**src/rtl/adder_share_arb.sv**
```systemverilog
// rtl/adder_share_arb.sv - round-robin shared 4-operand adder with one-entry response slot
// Grants one requester per cycle into a registered x+y+z+w+cin result slot.
module adder_share_arb #(
    parameter int W    = 8,
    parameter int N    = 4,
    parameter int CNTW = 16,
    localparam int IDW = $clog2(N)
) (
    input  logic               clk,
    input  logic               rst,
    input  logic [N-1:0]       req_valid,
    output logic [N-1:0]       req_ready,
    input  logic [N*4*W-1:0]   req_ops,
    input  logic [N-1:0]       req_cin,
    output logic               rsp_valid,
    input  logic               rsp_ready,
    output logic [W+1:0]       rsp_sum,
    output logic               rsp_zero,
    output logic [IDW-1:0]     rsp_id,
    output logic               busy,
    output logic [CNTW-1:0]    ops_done
);

    logic            rsp_valid_q, rsp_valid_d;
    logic [W+1:0]    rsp_sum_q, rsp_sum_d;
    logic            rsp_zero_q, rsp_zero_d;
    logic [IDW-1:0]  rsp_id_q, rsp_id_d;
    logic [IDW-1:0]  ptr_q, ptr_d;
    logic [CNTW-1:0] ops_done_q, ops_done_d;

    logic            found;
    logic [IDW-1:0]  win;
    logic [IDW:0]    cand;
    logic            can_accept;
    logic            grant;
    logic [4*W-1:0]  win_ops;
    logic [W+1:0]    win_sum;

    // Rotating priority scan starting at ptr_q; the extra bit keeps the wrap exact for non-power-of-two N.
    always_comb begin
        found = 1'b0;
        win   = '0;
        cand  = '0;
        for (int k = 0; k < N; k++) begin
            cand = {1'b0, ptr_q} + (IDW+1)'(k);
            if (cand >= (IDW+1)'(N)) begin
                cand = cand - (IDW+1)'(N);
            end
            if (!found && req_valid[cand[IDW-1:0]]) begin
                found = 1'b1;
                win   = cand[IDW-1:0];
            end
        end
    end

    always_comb begin
        win_ops = req_ops[int'(win)*4*W +: 4*W];
        win_sum = (W+2)'(win_ops[W-1:0])
                + (W+2)'(win_ops[2*W-1:W])
                + (W+2)'(win_ops[3*W-1:2*W])
                + (W+2)'(win_ops[4*W-1:3*W])
                + (W+2)'(req_cin[win]);
    end

    assign can_accept = !rsp_valid_q || rsp_ready;
    assign grant      = found && can_accept && !rst;

    always_comb begin
        req_ready   = '0;
        rsp_valid_d = rsp_valid_q;
        rsp_sum_d   = rsp_sum_q;
        rsp_zero_d  = rsp_zero_q;
        rsp_id_d    = rsp_id_q;
        ptr_d       = ptr_q;
        ops_done_d  = ops_done_q;

        if (rsp_valid_q && rsp_ready) begin
            rsp_valid_d = 1'b0;
            if (ops_done_q != '1) begin
                ops_done_d = ops_done_q + CNTW'(1);
            end
        end

        // A grant in the same cycle as a drain overwrites the slot, so it stays full.
        if (grant) begin
            req_ready[win] = 1'b1;
            rsp_valid_d    = 1'b1;
            rsp_sum_d      = win_sum;
            rsp_zero_d     = (win_sum == '0);
            rsp_id_d       = win;
            ptr_d          = (win == IDW'(N-1)) ? '0 : win + IDW'(1);
        end
    end

    always_ff @(posedge clk) begin
        if (rst) begin
            rsp_valid_q <= 1'b0;
            rsp_sum_q   <= '0;
            rsp_zero_q  <= 1'b0;
            rsp_id_q    <= '0;
            ptr_q       <= '0;
            ops_done_q  <= '0;
        end else begin
            rsp_valid_q <= rsp_valid_d;
            rsp_sum_q   <= rsp_sum_d;
            rsp_zero_q  <= rsp_zero_d;
            rsp_id_q    <= rsp_id_d;
            ptr_q       <= ptr_d;
            ops_done_q  <= ops_done_d;
        end
    end

    assign rsp_valid = rsp_valid_q;
    assign rsp_sum   = rsp_sum_q;
    assign rsp_zero  = rsp_zero_q;
    assign rsp_id    = rsp_id_q;
    assign ops_done  = ops_done_q;
    assign busy      = rsp_valid_q || (|req_valid);

endmodule

```
**config.mk**
```make
export PLATFORM = sky130hd
export DESIGN_NAME = adder_share_arb
export DESIGN_NICKNAME = d
export VERILOG_FILES = /design/src/rtl/adder_share_arb.sv
export SDC_FILE = /design/constraint.sdc
export NUM_CORES = 1
export LEC_CHECK = 0
export ABC_AREA = 1
export CORE_ASPECT_RATIO = 1.4
export CORE_MARGIN = 3
export CORE_UTILIZATION = 35
export CTS_CLUSTER_SIZE = 12
export DETAILED_ROUTE_END_ITERATION = 6
export PLACE_DENSITY = 0.68
export SLEW_MARGIN = 20
export SYNTH_ARGS = -nofsm -noshare
export SYNTH_HDL_FRONTEND = slang
export SYNTH_SLANG_ARGS = --single-unit
```
**constraint.sdc**
```tcl
create_clock -name clk -period 4.6 [get_ports clk]
set_input_delay 0.69 -clock clk [delete_from_list [all_inputs] [get_ports clk]]
set_output_delay 0.69 -clock clk [all_outputs]
set_load 0.05 [all_outputs]
```
==> PnR_summary.wiki, run 1 <==
{| class="wikitable"
! Metric !! Value
|-
| Most used DFF post-synth || sky130_fd_sc_hd__dfxtp_1
|-
| Clk pin slew, worst setup/hold paths || 0.05 ns
|-
| Initial core utilization || 36.2%
|-
| Clock tree buffer depth || 2
|-
| Aggregate global routing overflow || 0
|-
| Setup clock skew after layout || 0.00704 ns
|-
| Worst setup path class || in2reg
|-
| Layout cell share with drive strength beyond 1 || 14.7%
|-
| Largest fanout on the critical path || 7
|-
| Number of max-capacitance violations reported || 0
|-
| Synth Net Count || 895
|-
| Most used routing layer || met2
|-
| Least-Margin Pin Slew || 0.588 ns
|-
| Synth Warn # || 0
|-
| Fraction of the yosys area taken by sequential cells || 15.4%
|-
| Relative area change from synthesis to final layout || 65.6%
|-
| Final Hold Vio Count || 0
|-
| Count of routing violations after the opening detailed-route iteration || 148
|-
| CP most frequent cell || sky130_fd_sc_hd__nand2_1
|-
| Top delay family on crit path || adder cells
|-
| Fraction of registers with async set/reset || 0%
|-
| Finish-stage setup viols || 0
|-
| Final clock period utilization by the worst path || 94.7%
|-
| Root cell of the clock tree || sky130_fd_sc_hd__clkbuf_16
|-
| Kind of end point of the critical path || flop
|-
| Number of port buffers || 173
|-
| Worst-Skew Late Latency || 0.27 ns
|-
| Arrival time reported for the critical path endpoint || 4.55 ns
|-
| Maximum cell stage delay along the critical path || 0.53 ns
|-
| All-layer global routing usage || 23.2%
|-
| Overall die area || 0.0132 mm²
|-
| TritonCTS Sinks || 32
|-
| Startpoint kind of the worst setup timing path || primary input
|-
| Global routing usage on met2 || 44.8%
|-
| Fmax achieved || 0.230 GHz
|-
| Run status || finished clean
|-
| Global routing met1 resource utilization || 23.8%
|-
| Required time at the worst-slack endpoint || 4.79 ns
|-
| Critical path's slowest cell || sky130_fd_sc_hd__fa_1
|-
| Final worst path period need || 4.36 ns
|-
| Floorplan Core Area || 0.0115 mm²
|-
| Final WS setup || 0.244 ns
|-
| Met3 usage in global routing || 5.79%
|-
| Number of enable-type register cells in the synthesized netlist || 0
|-
| Number of standard cells in the layout, taps in and fillers out || 1096
|-
| Number of instances in the placed design || 1077
|-
| Vias after detailed routing || 5421
|-
| Initial antenna violation count || 0
|-
| First-pass GRT wire length || 25300 µm
|-
| DRT Wirelength || 15400 µm
|-
| Antenna Violating Nets Remaining || 0
|-
| Pre-Repair DR Iteration Count || 4
|-
| Final RePlAce weighted congestion || 0.921
|-
| Leading area contributor after synthesis || sky130_fd_sc_hd__nand2_1
|-
| Number of standard-cell rows in the floorplan || 46
|-
| Sum of buffers and inverters on the critical path || 6
|-
| Count of H-tree levels built during CTS || 2
|-
| Top cell type's share of synthesized area || 21.5%
|-
| Vias per cell || 4.95
|-
| Horizontal extent of the die || 98.0 µm
|-
| Number of diodes || 0
|-
| DRC || 0
|-
| Per-instance average area after synthesis || 5.71 µm²
|-
| Syn Std Cell Area || 0.00415 mm²
|-
| Post-layout net count || 1121
|-
| Die Y || 135 µm
|-
| Pins over their slew limit || 0
|-
| TritonCTS clock tree || yes
|-
| Average wire per standard cell || 14.1 µm
|-
| Count of mapped cells out of synthesis || 726
|-
| Worst slew margin relative to its limit || 60.5%
|-
| Placement Setup Slack || -0.280 ns
|-
| Io pins || 174
|-
| Biggest area contributors in the synthesized netlist || sky130_fd_sc_hd__nand2_1 22%, sky130_fd_sc_hd__dfxtp_1 15%, sky130_fd_sc_hd__inv_1 12%
|-
| Count of state elements after synthesis || 32
|-
| Tightest Hold Check Type || reg2reg
|-
| Via count of the first global-routing pass || 5551
|-
| CTS buffer count || 5
|-
| DPL Wire Length || 12900 µm
|-
| Number of distinct library cells after synthesis || 34
|-
| Maximum number of pins on one net before global-route repair || 30
|}
-- tightest hold or removal path, cell delays in order (launching register included) --
cell and delay, ns:
sky130_fd_sc_hd__dfxtp_1 0.31, sky130_fd_sc_hd__nand3_1 0.07, sky130_fd_sc_hd__nand2_1 0.05
-- placed cells by master (no fill, tap or decap), types with 3 or more instances in the layout --
cell / count
sky130_fd_sc_hd__a21oi_1: 19
sky130_fd_sc_hd__buf_4: 81
sky130_fd_sc_hd__nand3_1: 76
sky130_fd_sc_hd__buf_12: 10
sky130_fd_sc_hd__nor2_2: 3
sky130_fd_sc_hd__ha_1: 9
sky130_fd_sc_hd__clkdlybuf4s50_1: 165
sky130_fd_sc_hd__nand4_1: 73
sky130_fd_sc_hd__ha_4: 3
sky130_fd_sc_hd__clkbuf_16: 5
sky130_fd_sc_hd__xor2_1: 5
sky130_fd_sc_hd__nor2_1: 25
sky130_fd_sc_hd__fa_1: 15
sky130_fd_sc_hd__inv_1: 131
sky130_fd_sc_hd__dfxtp_1: 32
sky130_fd_sc_hd__inv_2: 9
sky130_fd_sc_hd__nand2_2: 11
sky130_fd_sc_hd__nand3_2: 5
sky130_fd_sc_hd__nor3_1: 6
sky130_fd_sc_hd__o21ai_0: 13
sky130_fd_sc_hd__nand2_1: 228
-- cells by family after synthesis --
logic type                 Yosys count  share of synthesized area (%)
and+or+nand+nor                    435                           47.5
buffers and inverters              183                           18.5
AOI/OAI and AO/OA                   41                           5.37
DFF                                 32                           15.4
adders and majority gates           30                           12.1
xor gates and xnor gates             5                           1.06
-- layout make-up --
type,instances,area (µm²)
Sequential cell,32,641
Fill cell,1094,4590
Multi-Input combinational cell,511,2860
Clock buffer,6,129
Tap cell,144,180
Inverter,141,532
Clock inverter,1,5.00
Timing Repair Buffer,261,2520
-- registers in the layout (all words and copies together), names as in the netlist --
name and flops:
ops_done 16, ptr_q 2, rsp_id 2, rsp_valid 1
rsp_sum 10, rsp_zero 1
-- final timing paths --
path,slack (ns),to,cells past startpoint,startpoint
max reg2reg,0.35,rsp_zero,28,ptr_q[1]
max,0.24,rsp_zero,30,req_valid[0]
min,0.48,rsp_sum[4],2,rsp_sum[4]
min reg2reg,0.48,rsp_sum[4],2,rsp_sum[4]
-- per-layer routing --
metal  vias up  part of all wire [%]
met3        39                   7.5
met1      2412                    36
met4         0                   3.4
met2       212                    53
met5         -                     0
li1       2758                     -
-- timing repair --
action / in CTS / in global routing
setup buffers: 5 / 6
pin swaps: 4 / 9
gates resized for setup: 18 / 21
gates cloned: 1 / 0
setup endpoints to repair: 1 / 3
hold buffers: 0 / 0
-- cell usage after synthesis (2+ instances only) --
master,number
sky130_fd_sc_hd__nand2_2,2
sky130_fd_sc_hd__fa_1,17
sky130_fd_sc_hd__and3_1,2
sky130_fd_sc_hd__nand2_1,238
sky130_fd_sc_hd__xor2_1,5
sky130_fd_sc_hd__a21oi_1,20
sky130_fd_sc_hd__nand3_2,2
sky130_fd_sc_hd__nand4_1,73
sky130_fd_sc_hd__o211ai_1,2
sky130_fd_sc_hd__inv_2,4
sky130_fd_sc_hd__buf_6,2
sky130_fd_sc_hd__nand3_1,80
sky130_fd_sc_hd__dfxtp_1,32
sky130_fd_sc_hd__inv_1,136
sky130_fd_sc_hd__clkbuf_1,11
sky130_fd_sc_hd__nor2_1,27
sky130_fd_sc_hd__buf_2,17
sky130_fd_sc_hd__nor3_1,6
sky130_fd_sc_hd__o21ai_0,13
sky130_fd_sc_hd__buf_4,11
sky130_fd_sc_hd__ha_1,13
-- stage by stage --
step | utilization [%] | cell area (µm²) | TNS [ns] | hold slack, ns
global route | 60.0 | 6870 | -0.0300 | 0.496
floorplan | - | 4150 | 0 | 0.511
global placement | 56.8 | 6510 | -0.907 | 0.470
finish | 60.0 | 6870 | 0 | 0.477
CTS | 58.9 | 6750 | 0 | 0.482
detailed placement | 56.8 | 6510 | -1.27 | 0.474
Power of run 1 is left out: the tool's default activity adds up to more than one toggle a clock period on the data nets, which glitch-free logic cannot reach.
==> run 2: changes to the inputs <==
Settings changed: MAX_ROUTING_LAYER set to met4.
==> run 2 against run 1 <==
  * Non-clock buffer count fell by 7
  * Global-route usage increased by 0.22 points
  * Count of clock-buffer cells in the layout unchanged
  * Clock skew down 0.0013 ns
  * Setup slack is essentially flat
  * Largest cell class unchanged
  * Critical endpoint unchanged
  * Design area up 1.0%
  * Fmax hardly changed
  * First-iteration DRC count increased by 45%
  * Die area stayed put
==> PnR_summary.wiki, run 2 (same netlist as run 1, synthesis figures left out) <==
{| class="wikitable"
! Metric !! Value
|-
| Vias after detailed routing || 5419 (-0.037%)
|-
| M1 wire length || 5850 µm (+4.7%)
|-
| DPL Wire Length || 12700 µm (-1.3%)
|-
| Cell count of the worst hold path || 2 (unchanged)
|-
| Most frequent cells in the layout || 225 x sky130_fd_sc_hd__nand2_1, 165 x sky130_fd_sc_hd__clkdlybuf4s50_1, 128 x sky130_fd_sc_hd__inv_1
|-
| Io pins || 174 (unchanged)
|-
| Layout cell share with drive strength beyond 1 || 14.7% (about the same)
|-
| Sum of buffers and inverters on the critical path || 6 (unchanged)
|-
| Antenna Violating Nets Remaining || 0 (unchanged)
|-
| CTS buffer count || 5 (unchanged)
|-
| Largest fanout on the critical path || 6 (-1)
|-
| Maximum number of pins on one net before global-route repair || 49 (+63%)
|-
| R2r worst-path depth || 28 (unchanged)
|-
| Register-to-register setup slack || 0.42 ns (+0.07 ns)
|-
| Final clock period utilization by the worst path || 94.7% (about the same)
|-
| DRC || 0 (unchanged)
|-
| Arrival time reported for the critical path endpoint || 4.56 ns (about the same)
|-
| Critical R2R Launch || ptr_q[0]
|-
| Horizontal extent of the die || 98.0 µm (unchanged)
|-
| Max reg flops || 16 (unchanged)
|-
| Count of routing violations after the opening detailed-route iteration || 214 (+45%)
|-
| Worst min-delay path endpoint || rsp_sum[4]
|-
| Clock tree buffer depth || 2 (unchanged)
|-
| Floorplan Core Area || 0.0115 mm² (unchanged)
|-
| Maximum cell stage delay along the critical path || 0.55 ns (+0.02 ns)
|-
| Run status || finished clean
|-
| Vias per cell || 4.97 (+0.51%)
|-
| Number of max-capacitance violations reported || 0 (unchanged)
|-
| All-layer global routing usage || 23.4% (+0.22 points)
|-
| Worst setup path class || in2reg
|-
| Leading cell type in the layout, fill and taps excluded || sky130_fd_sc_hd__nand2_1
|-
| Pins over their slew limit || 0 (unchanged)
|-
| Pre-Repair DR Iteration Count || 5 (+1)
|-
| Area of the multi-input gates || 0.00289 mm² (+1.1%)
|-
| DRT Wirelength || 15600 µm (+1.0%)
|-
| Final worst path period need || 4.36 ns (-0.000244 ns)
|-
| Critical path's slowest cell || sky130_fd_sc_hd__fa_1
|-
| Relative area change from synthesis to final layout || 67.2%
|-
| Root cell of the clock tree || sky130_fd_sc_hd__clkbuf_16
|-
| Overall die area || 0.0132 mm² (unchanged)
|-
| Hold Startpoint || rsp_sum[4]
|-
| Worst slew margin relative to its limit || 61.5% (+0.98 points)
|-
| Required time at the worst-slack endpoint || 4.81 ns (+0.02 ns)
|-
| Aggregate global routing overflow || 0 (unchanged)
|-
| Final Hold Vio Count || 0 (unchanged)
|-
| Post-layout net count || 1114 (-0.62%)
|-
| Count of H-tree levels built during CTS || 2 (unchanged)
|-
| Startpoint kind of the worst setup timing path || primary input
|-
| TritonCTS clock tree || yes
|-
| Worst-Skew Late Latency || 0.27 ns (about the same)
|-
| Initial core utilization || 36.2% (unchanged)
|-
| Register area || 641 µm² (unchanged)
|-
| Final RePlAce weighted congestion || 0.988 (+7.2%)
|-
| Finish-stage setup viols || 0 (unchanged)
|-
| Tightest Hold Check Type || reg2reg
|-
| First-pass GRT wire length || 24800 µm (-1.8%)
|-
| Worst reg2reg endpoint || rsp_zero
|-
| CP most frequent cell || sky130_fd_sc_hd__nand2_1
|-
| TritonCTS Sinks || 32 (unchanged)
|-
| Initial antenna violation count || 1 (+1)
|-
| Clk pin slew, worst setup/hold paths || 0.05 ns (about the same)
|-
| Average wire per standard cell || 14.3 µm (+1.6%)
|-
| Fmax achieved || 0.230 GHz (about the same)
|-
| Total of fill cells in the finished design || 1062 (-2.9%)
|-
| Least-Margin Pin Slew || 0.577 ns (-0.0114 ns)
|-
| WL met3 || 1040 µm (-9.8%)
|-
| Met2 WL || 8180 µm (+0.20%)
|-
| Top layer reached by signal wires || met4
|-
| Top delay family on crit path || adder cells
|-
| Die Y || 135 µm (unchanged)
|-
| Number of port buffers || 173 (unchanged)
|-
| Count of cell instances traversed by the critical path || 29 (-3.3%)
|-
| Kind of end point of the critical path || flop
|-
| Number of standard-cell rows in the floorplan || 46 (unchanged)
|-
| Min Hold Slack || 0.472 ns (-0.00500 ns)
|-
| Setup clock skew after layout || 0.00573 ns (-0.00131 ns)
|-
| Via count of the first global-routing pass || 5588 (+0.67%)
|}
[run 2: changes by cell type in the layout (fill, tap and decap cells not counted), moves of 2 or more]
cell and change:
sky130_fd_sc_hd__dlygate4sd2_1 +2, sky130_fd_sc_hd__nand2_1 -3, sky130_fd_sc_hd__buf_12 +3, sky130_fd_sc_hd__nand3_1 -2, sky130_fd_sc_hd__inv_2 +3, sky130_fd_sc_hd__nand2_2 +3
sky130_fd_sc_hd__buf_4 -14, sky130_fd_sc_hd__clkbuf_16 +2, sky130_fd_sc_hd__inv_1 -3
[run 2: how the worst max path moves through the flow]
| stage | start | to |
|---|---|---|
| after global routing | req_valid[3] | rsp_zero |
| after detailed placement | req_valid[2] | rsp_zero |
| after floorplan | req_valid[1] | rsp_zero |
| after CTS | req_valid[3] | rsp_zero |
| after global placement | req_valid[2] | rsp_zero |
| final | req_valid[3] | rsp_zero |
[run 2: layer usage]
layer / track usage (%) / vias to the layer above
li1: - / 2748
met1: 24.7 / 2402
met2: 43.9 / 226
met3: 3.82 / 43
met4: 8.01 / 0
met5: - / -
[run 2: worst register-to-register path: cells and delay by family, from the launching register on]
kind / cells / cell delay (ns)
AOI/OAI and AO/OA: 1 / 0.12
and+or+nand+nor: 17 / 1.35
adders and majority gates: 4 / 1.61
xor gates and xnor gates: 1 / 0.16
DFF: 1 / 0.34
buffers and inverters: 5 / 0.55
[run 2: cell type report]
| cell class | count | share of cell area, % |
|---|---|---|
| clock buffer | 6 | 1.86 |
| inverter | 141 | 7.67 |
| timing repair buffer | 254 | 36.8 |
| tap | 144 | 2.60 |
| antenna | 1 | 0.0361 |
| sequential | 32 | 9.24 |
| clock inverter | 1 | 0.0722 |
| multi-input combinational | 511 | 41.7 |
[run 2: repair_timing]
item / in CTS / in global routing
resized for setup: 21 / 28
cloned: 1 / 2
buffers inserted: 2 / 6
pin swaps: 8 / 18
setup endpoints to repair: 1 / 2
hold buffers: 0 / 0
[run 2: stage by stage]
| stage | instance area (µm²) | std cells | TNS (ns) | utilization (%) | setup WS (ns) |
|---|---|---|---|---|---|
| 6_report | 6940 | 1090 | 0 | 60.6 | 0.244 |
| 3_3_place_gp | 6470 | 1071 | -0.979 | 56.5 | -0.254 |
| 5_1_grt | 6940 | 1090 | -0.00791 | 60.6 | -0.00791 |
| 2_1_floorplan | 4150 | 726 | 0 | - | 0.370 |
| 3_5_place_dp | 6470 | 1071 | -1.37 | 56.5 | -0.335 |
| 4_1_cts | 6700 | 1081 | 0 | 58.5 | 0.170 |
Power of run 2 is left out for the same reason.
